$ cat config.mk
export PLATFORM = sky130hd
export DESIGN_NAME = mult4_accum
export DESIGN_NICKNAME = d
export VERILOG_FILES = /design/src/rtl/mult4_accum_pkg.sv /design/src/rtl/mult4_accum.sv
export SDC_FILE = /design/constraint.sdc
export NUM_CORES = 1
export LEC_CHECK = 0
export ABC_AREA = 1
export BUFFER_PORTS_ARGS = -buffer_cell sky130_fd_sc_hd__buf_4
export CAP_MARGIN = 20
export CELL_PAD_IN_SITES_DETAIL_PLACEMENT = 0
export CELL_PAD_IN_SITES_GLOBAL_PLACEMENT = 2
export CORE_MARGIN = 2
export CORE_UTILIZATION = 30
export CTS_CLUSTER_DIAMETER = 80
export DETAILED_ROUTE_END_ITERATION = 10
export PLACE_DENSITY = 0.79
export SETUP_SLACK_MARGIN = 0.2
export SLEW_MARGIN = 0
export SYNTH_ARGS = -nofsm -noshare
export SYNTH_HDL_FRONTEND = slang
export SYNTH_SLANG_ARGS = --single-unit
$ cat constraint.sdc
create_clock -name clk -period 3.15 [get_ports clk]
set_input_delay 0.63 -clock clk [delete_from_list [all_inputs] [get_ports clk]]
set_output_delay 0.63 -clock clk [all_outputs]
set_load 0.1 [all_outputs]
$ cat src/rtl/mult4_accum_pkg.sv
// Shared definitions for the mult4_accum multiply-accumulate back end:
// state encodings, default widths and the state-to-control decode.
package mult4_accum_pkg;

    // Width of the product delivered by multiplier4.
    localparam int PROD_W     = 8;

    // Default geometry of the accumulator.
    localparam int DEF_ACC_W  = 16;
    localparam int DEF_N_PROD = 8;
    localparam int DEF_CNT_W  = 4;

    // Frame controller states. The spare encoding is listed so that a
    // corrupted state register has a named value that recovers to IDLE.
    typedef enum logic [1:0] {
        ST_IDLE  = 2'd0,
        ST_ACCUM = 2'd1,
        ST_DONE  = 2'd2,
        ST_SPARE = 2'd3
    } state_t;

    // Control outputs that depend on the state register alone.
    typedef struct packed {
        logic busy;
        logic done;
        logic prod_ready;
    } ctrl_t;

    // Decode the handshake and status outputs from the current state.
    // The spare encoding behaves exactly like IDLE.
    function automatic ctrl_t decode_ctrl(input state_t st);
        ctrl_t c;
        c = '0;
        case (st)
            ST_ACCUM: begin
                c.busy       = 1'b1;
                c.prod_ready = 1'b1;
            end
            ST_DONE: begin
                c.done       = 1'b1;
            end
            default: begin
                c = '0;
            end
        endcase
        return c;
    endfunction

endpackage

$ cat src/rtl/mult4_accum.sv
// Sequential multiply-accumulate back end. Accepts N_PROD unsigned 8-bit
// products through a valid/ready handshake, sums them into an ACC_W-bit
// wrapping accumulator and reports frame completion plus a sticky carry-out
// flag. busy, done and prod_ready are decoded from the state register only,
// so no input has a combinational path to any output.
module mult4_accum
    import mult4_accum_pkg::*;
#(
    parameter int ACC_W  = DEF_ACC_W,
    parameter int N_PROD = DEF_N_PROD,
    parameter int CNT_W  = DEF_CNT_W
) (
    input  logic             clk,
    input  logic             reset,
    input  logic             start,
    input  logic [7:0]       prod,
    input  logic             prod_valid,
    output logic             prod_ready,
    output logic [ACC_W-1:0] acc,
    output logic [CNT_W-1:0] count,
    output logic             busy,
    output logic             done,
    output logic             overflow
);

    // Zero bits needed to lift the product to the ACC_W+1 sum width.
    localparam int EXT_W = ACC_W + 1 - PROD_W;

    // Counter value that identifies the last product of a frame.
    localparam logic [CNT_W-1:0] LAST_IDX = CNT_W'(N_PROD - 1);

    state_t           state_reg;
    state_t           state_next;
    logic [ACC_W-1:0] acc_reg;
    logic [ACC_W-1:0] acc_next;
    logic [CNT_W-1:0] count_reg;
    logic [CNT_W-1:0] count_next;
    logic             overflow_reg;
    logic             overflow_next;

    // One extra bit on the sum captures the carry out of the accumulator.
    logic [ACC_W:0]   sum_full;
    logic             accept;
    ctrl_t            ctrl;

    assign ctrl     = decode_ctrl(state_reg);
    assign accept   = prod_valid & ctrl.prod_ready;
    assign sum_full = {1'b0, acc_reg} + {{EXT_W{1'b0}}, prod};

    // Register the state and datapath; reset wins over everything else.
    always_ff @(posedge clk) begin
        if (reset) begin
            state_reg    <= ST_IDLE;
            acc_reg      <= '0;
            count_reg    <= '0;
            overflow_reg <= 1'b0;
        end else begin
            state_reg    <= state_next;
            acc_reg      <= acc_next;
            count_reg    <= count_next;
            overflow_reg <= overflow_next;
        end
    end

    // Next-state and datapath update; start outranks the handshake.
    always_comb begin
        state_next    = state_reg;
        acc_next      = acc_reg;
        count_next    = count_reg;
        overflow_next = overflow_reg;

        case (state_reg)
            ST_IDLE: begin
                if (start) begin
                    acc_next      = '0;
                    count_next    = '0;
                    overflow_next = 1'b0;
                    state_next    = ST_ACCUM;
                end
            end

            ST_ACCUM: begin
                if (start) begin
                    // Abort and restart; a product offered now is dropped.
                    acc_next      = '0;
                    count_next    = '0;
                    overflow_next = 1'b0;
                    state_next    = ST_ACCUM;
                end else if (accept) begin
                    acc_next      = sum_full[ACC_W-1:0];
                    overflow_next = overflow_reg | sum_full[ACC_W];
                    count_next    = count_reg + CNT_W'(1);
                    if (count_reg == LAST_IDX) begin
                        state_next = ST_DONE;
                    end
                end
            end

            ST_DONE: begin
                // Results hold until the next frame is started.
                if (start) begin
                    acc_next      = '0;
                    count_next    = '0;
                    overflow_next = 1'b0;
                    state_next    = ST_ACCUM;
                end
            end

            default: begin
                state_next = ST_IDLE;
            end
        endcase
    end

    assign prod_ready = ctrl.prod_ready;
    assign busy       = ctrl.busy;
    assign done       = ctrl.done;
    assign acc        = acc_reg;
    assign count      = count_reg;
    assign overflow   = overflow_reg;

endmodule

==> flow_summary_export.csv <==
group,metric,value,unit
route,via_per_inst,4.443,
clocking,cts_root_buf,"clkbuf_8",
clocking,cts_setup_buffers,0,
yosys,yosys_most_used_dff,"dfxtp_1",
pwr,worst_ir_drop_vdd,180.2,uV
critical_path,cp.arrival,2.11,ns
global_route,grt_max_degree,14,
yosys,yosysMostFrequentCell,"nand2_1",
yosys,syn_area,1554,um2
clocking,cts_resized,0,
final_layout,largest_register_ffs,16,
yosys,synth-seq-cells,23,
place,finalWeightedCongestion,0.7152,
route,route.detailed.drc,0,
yosys,yosys-top-cells-area,"dfxtp_1 30%, nand2_1 18%, inv_1 7.5%",
floorplan,dieArea,5771,um2
yosys,ys_async_sr_fraction,0,%
critical_path,setup.worst_path.start_class,"input pin",
critical_path,critical_path_buf_inv_count,3,
critical_path,critPathMaxStageDelay,0.35,ns
place,hpwl,3156,um
global_route,use_met3,2.014,%
clocking,cts-buffers-inserted,3,
yosys,yosys_warnings,0,
floorplan,die_height,75.97,um
timing,worst_hold_slack,0.4655,ns
route,dr.pass1.iters,6,
global_route,grt-busiest-layer,"met2",
timing,fin_crit_sh,60.20,%
floorplan,core,5042,um2
yosys,synth_top_area_share,29.63,%
yosys,synth_fa_ha_area_share,8.535,%
pwr,p_leak,0.9281,nW
clocking,post_cts_hold_buffer_count,0,
critical_path,cp_data_required_time,3.36,ns
clocking,cts.sinks,23,
yosys,synth_cells,241,
pwr,powerDensity,316.4,nW/um2
global_route,use_met1,21.66,%
clocking,insertion_delay,0.27,ns
final_layout,antenna_cells,0,
route,wire_per_inst,11.92,um
yosys,synthTopCellsByCount,"76 x nand2_1, 31 x inv_1, 23 x dfxtp_1",
place,numPortBuffers,35,
floorplan,top_level_ports,36,
yosys,synthMuxAreaShare,0,%
final_layout,drive_above_1_share,20.00,%
global_route,grt-ovfl-total,0,
final_layout,nNetsFinal,298,
route,drtAntennaViolNets,0,
timing,period_needed,1.896,ns
global_route,antenna_found_initial,0,
outcome,outcome,"finished, final reports clean",
yosys,synth-edff-count,0,
critical_path,crit_type,"in2reg",
yosys,yosysUniqueCellTypes,29,
timing,max_freq,0.5273,GHz
final_layout,area_growth,22.87,%
yosys,mappedNetlistNets,263,
route,drt_iter0_markers,45,
timing,rsz0062_at_grt,"false",
route,dr_total_vias,1533,
timing,maxSlewHeadroom,72.69,%
yosys,synth_simple_gate_area_share,38.57,%
flow_run,maxCapViolations,0,
route,drt-total-wl,4111,um
critical_path,end_kind,"register",
floorplan,start_util,30.82,%
critical_path,cp_cell_sequence,"buf_4 > ha_1 > inv_1 > fa_1 > inv_1 > nand3_1 > nand3_1 > nand2_1 > nand2_1 > nand3b_1 > a21oi_1",
yosys,ys_seq_area_share,29.63,%
critical_path,cp_slowest_cell,"fa_1",
global_route,grt_pass1_vias,1496,
yosys,synth_largest_area_cell,"dfxtp_1",
clocking,max-clock-path-buffers,2,
global_route,grtUsageMet2,24.29,%
yosys,syn_avg_cell_area,6.448,um2
floorplan,die_w,75.97,um
timing,worstMarginPinSlew,0.4092,ns
min_path,worstHoldPathType,"reg2reg",
global_route,grt.total_usage,15.16,%
timing,hold_violations,0,
yosys,synth_top_family_by_area,"simple AND/OR/NAND/NOR gates",
timing,setup_viol_count_final,0,
timing,tns,0,ns
critical_path,cp_max_fo,5,
global_route,grt_pass1_wl,7182,um
yosys,synth_xor_area_share,0,%
floorplan,rows,26,
clocking,cts_tree,"built",
clocking,clkTransAtPathRegs,0.09,ns
clocking,h-tree-depth,1,
critical_path,crit_family,"adder cells",
timing,finalMaxSlewViolations,0,
timing,skew,0.006515,ns
yosys,synth-compound-area-share,12.40,%
==> layout make-up <==
| class | instances | area (um2) |
|---|---|---|
| clock inverter | 1 | 5.005 |
| multi-input combinational | 179 | 924.6 |
| tap | 70 | 87.58 |
| inverter | 34 | 127.6 |
| sequential | 23 | 460.4 |
| fill | 595 | 3133 |
| timing repair buffer | 35 | 262.8 |
| clock buffer | 3 | 41.29 |
==> final timing paths <==
| path | cells after the start | slack [ns] | to | start |
|---|---|---|---|---|
| worst min-delay path | 2 | 0.47 | overflow | overflow |
| worst max-delay path | 11 | 1.25 | acc[8] | prod[0] |
| worst min register to register | 2 | 0.47 | overflow | overflow |
| worst max register to register | 10 | 1.30 | acc[8] | acc[0] |
==> report_power, final <==
group          total (W)  internal [W]  switching (W)
sequential      0.000297      0.000294     0.00000308
combinational   0.000108     0.0000310      0.0000767
clock           0.000199     0.0000886       0.000111
==> worst min-delay path: cells and delay by family, from the launching register on <==
kind	cells	cell delay, ns
AO/OA/AOI/OAI	1	0.05
buffers and inverters	1	0.05
flip-flops	1	0.33
==> cell families after synthesis <==
logic type               Yosys count
AO/OA/AOI/OAI                     35
AND/OR/NAND/NOR                  134
flip-flops                        23
buffers and inverters             39
adder cells (fa/ha/maj)           10
==> per-layer routing <==
metal | wire [um] | vias to the layer above
met2 | 1809 | 22
met3 | 107 | 2
met4 | 25 | 0
li1 | - | 837
met1 | 2169 | 672
met5 | 0 | -
==> stage by stage <==
stage / cell area (um2) / instances / setup slack, ns / util, % / power [W]
after floorplan: 1554 / 241 / 0.7020 / - / 0.0003849
after global placement: 1863 / 341 / 1.014 / 36.95 / 0.0004139
after detailed placement: 1863 / 341 / 0.9445 / 36.95 / 0.0004133
after CTS: 1909 / 345 / 1.232 / 37.87 / 0.0006170
after global routing: 1909 / 345 / 1.032 / 37.87 / 0.0006379
final: 1909 / 345 / 1.254 / 37.87 / 0.0006040
==> placed cells by master (no fill, tap or decap) <==
cell / instances
nand2_1: 76
buf_4: 35
inv_1: 31
dfxtp_1: 23
a21oi_1: 21
nor2_1: 20
nand3_1: 16
ha_1: 9
o21ai_0: 6
nor3_1: 5
nand3b_1: 4
inv_2: 3
nand3_2: 3
clkbuf_8: 3
nor2_2: 2
nand2_2: 2
nand4_1: 2
a21oi_2: 2
o21ai_1: 2
o21ai_2: 1
o21bai_1: 1
or2_2: 1
a21o_1: 1
nor4_1: 1
o22ai_1: 1
nand4_2: 1
nand2_4: 1
fa_1: 1
clkinv_2: 1
(Power assumes the default switching activity.)
